==> src/rtl/fp_divider_iter.sv <==
// Iterative IEEE-754 divider: radix-2 restoring mantissa division, RNE rounding, flush-to-zero.
// Optional exception flags output enabled with `define FPDIV_FLAGS_EN.
module fp_divider_iter #(
    parameter int EXP_W = 11,
    parameter int MAN_W = 52
) (
    input  logic                   clk,
    input  logic                   rset,
    input  logic                   in_valid,
    output logic                   in_ready,
    input  logic [EXP_W+MAN_W:0]   dividend,
    input  logic [EXP_W+MAN_W:0]   divisor,
    output logic                   out_valid,
    input  logic                   out_ready,
    output logic [EXP_W+MAN_W:0]   quotient
`ifdef FPDIV_FLAGS_EN
    ,
    output logic [4:0]             flags
`endif
);
    localparam int W     = 1 + EXP_W + MAN_W;
    localparam int EW2   = EXP_W + 2;
    localparam int CNT_W = $clog2(MAN_W + 3);
    localparam logic signed [EW2-1:0] E_BIAS = EW2'((1 << (EXP_W - 1)) - 1);
    localparam logic signed [EW2-1:0] E_INF  = EW2'((1 << EXP_W) - 1);
    localparam logic signed [EW2-1:0] E_ONE  = EW2'(1);
    localparam logic signed [EW2-1:0] E_ZERO = EW2'(0);
    localparam logic [CNT_W-1:0]      CNT_LAST = CNT_W'(MAN_W + 2);

    typedef enum logic [2:0] {
        S_IDLE   = 3'd0,
        S_UNPACK = 3'd1,
        S_DIVIDE = 3'd2,
        S_NORM   = 3'd3,
        S_ROUND  = 3'd4,
        S_DONE   = 3'd5
    } state_t;

    state_t                 state_r;
    logic                   in_ready_r;
    logic                   out_valid_r;
    logic [W-1:0]           quotient_r;
    logic [W-1:0]           a_r;
    logic [W-1:0]           b_r;
    logic                   sign_r;
    logic signed [EW2-1:0]  exp_r;
    logic [MAN_W+2:0]       quo_r;
    logic [MAN_W+1:0]       rem_r;
    logic [MAN_W:0]         mb_r;
    logic [CNT_W-1:0]       cnt_r;
    logic [MAN_W-1:0]       frac_r;
    logic                   guard_r;
    logic                   sticky_r;

    logic [EXP_W-1:0]       ea_s;
    logic [EXP_W-1:0]       eb_s;
    logic [MAN_W-1:0]       fa_s;
    logic [MAN_W-1:0]       fb_s;
    logic                   a_nan_s;
    logic                   b_nan_s;
    logic                   a_inf_s;
    logic                   b_inf_s;
    logic                   a_zero_s;
    logic                   b_zero_s;
    logic                   sign_s;
    logic                   spec_hit_s;
    logic [W-1:0]           spec_res_s;
    logic                   ge_s;
    logic [MAN_W:0]         diff_s;
    logic                   inc_s;
    logic                   carry_s;
    logic [MAN_W-1:0]       frac_rnd_s;
    logic signed [EW2-1:0]  exp_rnd_s;
    logic                   ovf_s;
    logic                   unf_s;
    logic [W-1:0]           rnd_res_s;

    // Field extraction and operand classification; subnormal operands count as zero.
    always_comb begin
        ea_s     = a_r[W-2:MAN_W];
        eb_s     = b_r[W-2:MAN_W];
        fa_s     = a_r[MAN_W-1:0];
        fb_s     = b_r[MAN_W-1:0];
        a_nan_s  = (&ea_s) & (|fa_s);
        b_nan_s  = (&eb_s) & (|fb_s);
        a_inf_s  = (&ea_s) & ~(|fa_s);
        b_inf_s  = (&eb_s) & ~(|fb_s);
        a_zero_s = (ea_s == {EXP_W{1'b0}});
        b_zero_s = (eb_s == {EXP_W{1'b0}});
        sign_s   = a_r[W-1] ^ b_r[W-1];
    end

    // Special-case result, priority ordered (NaN class first).
    always_comb begin
        spec_hit_s = 1'b1;
        spec_res_s = {W{1'b0}};
        if (a_nan_s | b_nan_s | (a_zero_s & b_zero_s) | (a_inf_s & b_inf_s)) begin
            spec_res_s = {1'b0, {EXP_W{1'b1}}, 1'b1, {(MAN_W-1){1'b0}}};
        end else if (b_zero_s | a_inf_s) begin
            spec_res_s = {sign_s, {EXP_W{1'b1}}, {MAN_W{1'b0}}};
        end else if (b_inf_s | a_zero_s) begin
            spec_res_s = {sign_s, {(W-1){1'b0}}};
        end else begin
            spec_hit_s = 1'b0;
        end
    end

    // One restoring-division step; rem_r never exceeds 2*mb so the low bits hold the difference.
    always_comb begin
        ge_s   = (rem_r >= {1'b0, mb_r});
        diff_s = rem_r[MAN_W:0] - mb_r;
    end

    // Round-to-nearest-even plus overflow / flush-to-zero selection.
    always_comb begin
        inc_s                 = guard_r & (sticky_r | frac_r[0]);
        {carry_s, frac_rnd_s} = {1'b0, frac_r} + {{MAN_W{1'b0}}, inc_s};
        if (carry_s) begin
            exp_rnd_s = exp_r + E_ONE;
        end else begin
            exp_rnd_s = exp_r;
        end
        ovf_s = (exp_rnd_s >= E_INF);
        unf_s = (exp_rnd_s <= E_ZERO);
        if (ovf_s) begin
            rnd_res_s = {sign_r, {EXP_W{1'b1}}, {MAN_W{1'b0}}};
        end else if (unf_s) begin
            rnd_res_s = {sign_r, {(W-1){1'b0}}};
        end else begin
            rnd_res_s = {sign_r, exp_rnd_s[EXP_W-1:0], frac_rnd_s};
        end
    end

`ifdef FPDIV_FLAGS_EN
    logic [4:0] spec_flags_s;
    logic [4:0] rnd_flags_s;
    logic [4:0] flags_r;
    logic       a_snan_s;
    logic       b_snan_s;

    // Exception flags {invalid, div_by_zero, overflow, underflow, inexact} for both result paths.
    always_comb begin
        a_snan_s     = a_nan_s & ~fa_s[MAN_W-1];
        b_snan_s     = b_nan_s & ~fb_s[MAN_W-1];
        spec_flags_s = 5'b00000;
        if (a_nan_s | b_nan_s | (a_zero_s & b_zero_s) | (a_inf_s & b_inf_s)) begin
            spec_flags_s[4] = a_snan_s | b_snan_s | (a_zero_s & b_zero_s) | (a_inf_s & b_inf_s);
        end else if (b_zero_s & ~a_inf_s) begin
            spec_flags_s[3] = 1'b1;
        end else begin
            spec_flags_s = 5'b00000;
        end
        rnd_flags_s = {2'b00, ovf_s, unf_s, guard_r | sticky_r | ovf_s | unf_s};
    end

    assign flags = flags_r;
`endif

    // Control FSM with the datapath and handshake registers.
    always_ff @(posedge clk) begin
        if (!rset) begin
            state_r     <= S_IDLE;
            in_ready_r  <= 1'b1;
            out_valid_r <= 1'b0;
            quotient_r  <= {W{1'b0}};
            a_r         <= {W{1'b0}};
            b_r         <= {W{1'b0}};
            sign_r      <= 1'b0;
            exp_r       <= E_ZERO;
            quo_r       <= {(MAN_W+3){1'b0}};
            rem_r       <= {(MAN_W+2){1'b0}};
            mb_r        <= {(MAN_W+1){1'b0}};
            cnt_r       <= {CNT_W{1'b0}};
            frac_r      <= {MAN_W{1'b0}};
            guard_r     <= 1'b0;
            sticky_r    <= 1'b0;
`ifdef FPDIV_FLAGS_EN
            flags_r     <= 5'b00000;
`endif
        end else begin
            case (state_r)
                S_IDLE: begin
                    if (in_valid) begin
                        a_r        <= dividend;
                        b_r        <= divisor;
                        in_ready_r <= 1'b0;
                        state_r    <= S_UNPACK;
                    end
                end
                S_UNPACK: begin
                    sign_r <= sign_s;
                    exp_r  <= $signed({2'b00, ea_s}) - $signed({2'b00, eb_s}) + E_BIAS;
                    rem_r  <= {1'b0, 1'b1, fa_s};
                    mb_r   <= {1'b1, fb_s};
                    quo_r  <= {(MAN_W+3){1'b0}};
                    cnt_r  <= {CNT_W{1'b0}};
                    if (spec_hit_s) begin
                        quotient_r <= spec_res_s;
`ifdef FPDIV_FLAGS_EN
                        flags_r    <= spec_flags_s;
`endif
                        state_r    <= S_DONE;
                    end else begin
                        state_r    <= S_DIVIDE;
                    end
                end
                S_DIVIDE: begin
                    if (ge_s) begin
                        quo_r <= {quo_r[MAN_W+1:0], 1'b1};
                        rem_r <= {diff_s, 1'b0};
                    end else begin
                        quo_r <= {quo_r[MAN_W+1:0], 1'b0};
                        rem_r <= {rem_r[MAN_W:0], 1'b0};
                    end
                    if (cnt_r == CNT_LAST) begin
                        state_r <= S_NORM;
                    end else begin
                        cnt_r <= cnt_r + CNT_W'(1);
                    end
                end
                S_NORM: begin
                    if (quo_r[MAN_W+2]) begin
                        frac_r   <= quo_r[MAN_W+1:2];
                        guard_r  <= quo_r[1];
                        sticky_r <= quo_r[0] | (|rem_r);
                    end else begin
                        frac_r   <= quo_r[MAN_W:1];
                        guard_r  <= quo_r[0];
                        sticky_r <= |rem_r;
                        exp_r    <= exp_r - E_ONE;
                    end
                    state_r <= S_ROUND;
                end
                S_ROUND: begin
                    quotient_r <= rnd_res_s;
`ifdef FPDIV_FLAGS_EN
                    flags_r    <= rnd_flags_s;
`endif
                    state_r    <= S_DONE;
                end
                S_DONE: begin
                    // out_valid rises one cycle after entering DONE, giving the fixed latencies.
                    if (!out_valid_r) begin
                        out_valid_r <= 1'b1;
                    end else if (out_ready) begin
                        out_valid_r <= 1'b0;
                        in_ready_r  <= 1'b1;
                        state_r     <= S_IDLE;
                    end else begin
                        out_valid_r <= 1'b1;
                    end
                end
                default: begin
                    state_r     <= S_IDLE;
                    in_ready_r  <= 1'b1;
                    out_valid_r <= 1'b0;
                end
            endcase
        end
    end

    assign in_ready  = in_ready_r;
    assign out_valid = out_valid_r;
    assign quotient  = quotient_r;

endmodule

==> config.mk <==
export PLATFORM = sky130hd
export DESIGN_NAME = fp_divider_iter
export DESIGN_NICKNAME = d
export VERILOG_FILES = /design/src/rtl/fp_divider_iter.sv
export SDC_FILE = /design/constraint.sdc
export NUM_CORES = 1
export LEC_CHECK = 0
export BUFFER_PORTS_ARGS = -buffer_cell sky130_fd_sc_hd__buf_2
export CAP_MARGIN = 30
export CORE_UTILIZATION = 40
export DETAILED_ROUTE_END_ITERATION = 10
export HOLD_SLACK_MARGIN = 0.12
export PLACE_DENSITY = 0.64
export SETUP_SLACK_MARGIN = 0.15
export SLEW_MARGIN = 20
export SYNTH_ARGS = -nofsm -noshare
export SYNTH_HDL_FRONTEND = slang
export SYNTH_SLANG_ARGS = --single-unit
export TNS_END_PERCENT = 50
==> constraint.sdc <==
create_clock -name clk -period 4.3 [get_ports clk]
set_input_delay 0.86 -clock clk [delete_from_list [all_inputs] [get_ports clk]]
set_output_delay 0.86 -clock clk [all_outputs]
set_load 0.01 [all_outputs]
==> reports/qor.yml <==
detailed_routing:
  drt_pass1_iterations: 5
  vias: 21110
  wl_per_cell_um: 17.9
  wl_um: 67300
  antenna_left: 0
  vias_per_cell: 5.60
  drt_iter0_markers: 1645
  drc: 0
setup_path:
  cp_max_fo: 52
  start_kind: "flip-flop"
  rrSetupSlack_ns: 0.51
  cp.arrival_ns: 4.30
  crit_path_end_kind: "flip-flop"
  critPathRequiredTime_ns: 4.81
  critPathKind: "reg -> reg"
  r2r_cells: 14
sta:
  setup_violations: 0
  hold_viol: 0
  period_needed_ns: 3.79
  rsz0062_at_grt: "false"
  clock_skew_ns: 0.0180
  drv_slew: 0
  worstMarginPinSlew_ns: 0.944
  tns_ns: 0
  max-slew-margin-rel_pct: 37.1
  post-route-period-util_pct: 88.2
  fmax_ghz: 0.264
clock_tree:
  clockRootBuffer: "clkbuf_16"
  htree_levels: 2
  cts_buffers: 49
  clkTransAtPathRegs_ns: 0.06
  ctsLongestPathBuffers: 3
  cts_resized: 0
  ctsHoldBuffers: 0
  clock_latency_ns: 0.60
  cts_setup_buffers: 0
  cts_tree: "done"
  cts.sinks: 433
synthesis:
  synth_seq_cells: 433
  synth_top_area_share_pct: 38.1
  ys_seq_area_share_pct: 38.1
  yosysWarningCount: 0
  ys_types: 80
  syn-cell-area_um2: 22700
  yosys_most_used_dff: "dfxtp_1"
  syn_area_per_cell_um2: 7.84
  syn_nets: 3105
  synth-edff-count: 0
  synth_top_area_cell: "dfxtp_1"
  syn-instance-count: 2900
  async_reset_ff_share_pct: 0
  ys_top_cells_by_area: "dfxtp_1 38%, nand2_1 8.9%, a21oi_1 6.8%"
grt:
  grt-ovfl-total: 0
  grt_pass1_wl_um: 107000
  grt_pass1_vias: 19449
  grt_start_max_net_pins: 177
  antenna_found_initial: 0
  grt.total_usage_pct: 23.0
floorplanning:
  die_w_um: 240
  ios: 198
  core_area_um2: 56300
  rows: 87
  die_area_um2: 57800
  initial_utilization_pct: 40.4
  die_y_um: 240
layout:
  drive_above_1_share_pct: 13.0
  fin_cells: 3768
  area_growth_pct: 14.2
  antennaDiodeCount: 0
  fin_nets: 3177
worst_hold_path:
  hold_class: "reg -> reg"
  whs_path_depth: 2
placement:
  post-place-cells: 3675
  placement.io_buffers: 197
  place_hpwl_um: 49000
  place_congestion: 0.957
outcome:
  status: "complete, no violations"
flow_run:
  drv_cap: 0
-- cell type report --
class                           instances  area [µm²]
Fill cell                            5669       30300
Multi-Input combinational cell       2163       12900
Sequential cell                       433        8670
Clock buffer                           73        1470
Timing Repair Buffer                  234        1340
Tap cell                              756         946
Inverter                               91         349
Clock inverter                         18         285
-- critical path, stage by stage, from the launching register on --
cell	delay, ns
dfxtp_1	0.37
o21a_1	0.14
ha_1	0.18
ha_1	0.21
nand3_1	0.24
or4_4	0.53
nor3_4	0.28
buf_4	0.24
nand2_1	0.10
xnor2_1	0.16
o211ai_1	0.13
o31a_1	0.18
or4b_4	0.48
buf_12	0.21
o32ai_2	0.26
-- Yosys cell counts (10+ instances only) --
cell	count
a21oi_1	311
a22o_1	24
nor4_1	60
mux2i_1	63
inv_1	90
o21a_1	35
clkbuf_1	180
and2_1	13
nor2b_1	13
nand4_1	68
nand2_1	537
o31ai_1	22
o21bai_1	10
nor2_1	211
o21ai_0	70
nand3_1	69
buf_1	21
ha_1	71
nor3_1	30
dfxtp_1	433
and3_1	27
a31oi_1	29
xnor2_1	64
o21ai_2	50
o22ai_1	14
xor2_1	67
a21o_1	36
a22oi_1	86
a211oi_1	66
-- metrics by stage --
step / hold slack [ns] / setup slack, ns / instance area (µm²) / utilization (%)
3_3_place_gp: 0.432 / 0.505 / 24200 / 43.0
6_report: 0.442 / 0.507 / 26000 / 46.2
5_1_grt: 0.469 / 0.202 / 26000 / 46.2
2_1_floorplan: 0.435 / 0.946 / 22700 / -
4_1_cts: 0.449 / 0.448 / 25900 / 46.1
3_5_place_dp: 0.436 / 0.461 / 24200 / 43.0
-- path summary, 6_finish.rpt --
path | from | end
setup / recovery | frac_r[0]$_SDFFE_PN0P_ | quotient[51]$_SDFFE_PN0P_
hold / removal | quotient[39]$_SDFFE_PN0P_ | quotient[39]$_SDFFE_PN0P_
setup reg to reg | frac_r[0]$_SDFFE_PN0P_ | quotient[51]$_SDFFE_PN0P_
hold reg to reg | quotient[39]$_SDFFE_PN0P_ | quotient[39]$_SDFFE_PN0P_
-- cell usage in the layout, fill, tap and decap left out, drive strengths merged, types with 10 or more instances in the layout --
cell    instances
a21oi         311
a22o           24
nor2          211
o21a           35
a31oi          29
and3           27
o211ai         10
a22oi          86
nor2b          13
a211oi         66
dfxtp         433
nand4          69
nor4           60
o21bai         10
xnor2          64
a21o           36
o31ai          22
nand3          70
clkbuf         74
xor2           67
o21ai         120
ha             71
buf           233
nand2         537
inv            93
mux2i          63
and2           14
nor3           31
o22ai          14
-- flip-flops by register name (all words and copies together) (netlist names), 6 cells and up --
signal,count
a_r,64
b_r,64
cnt_r,6
exp_r,13
frac_r,52
mb_r,53
quo_r,55
quotient,64
rem_r,54
-- cell families after synthesis --
kind of cell | after synthesis | share of synthesized area, %
and+or+nand+nor | 1078 | 21.3
AOI/OAI and AO/OA | 817 | 23.3
DFF | 433 | 38.1
buffers and inverters | 304 | 5.28
xor gates and xnor gates | 131 | 5.05
adders and majority gates | 73 | 4.08
muxes | 64 | 2.82
-- layer usage --
metal | track usage, % | up-vias | routed length, µm
li1 | - | 10444 | -
met3 | 2.55 | 104 | 4090
met1 | 32.6 | 9909 | 31300
met2 | 35.8 | 653 | 29900
met4 | 7.97 | 0 | 1950
met5 | 0 | - | 0
Power is left out: the tool's default activity adds up to more than one toggle a clock period on the data nets, which glitch-free logic cannot reach.
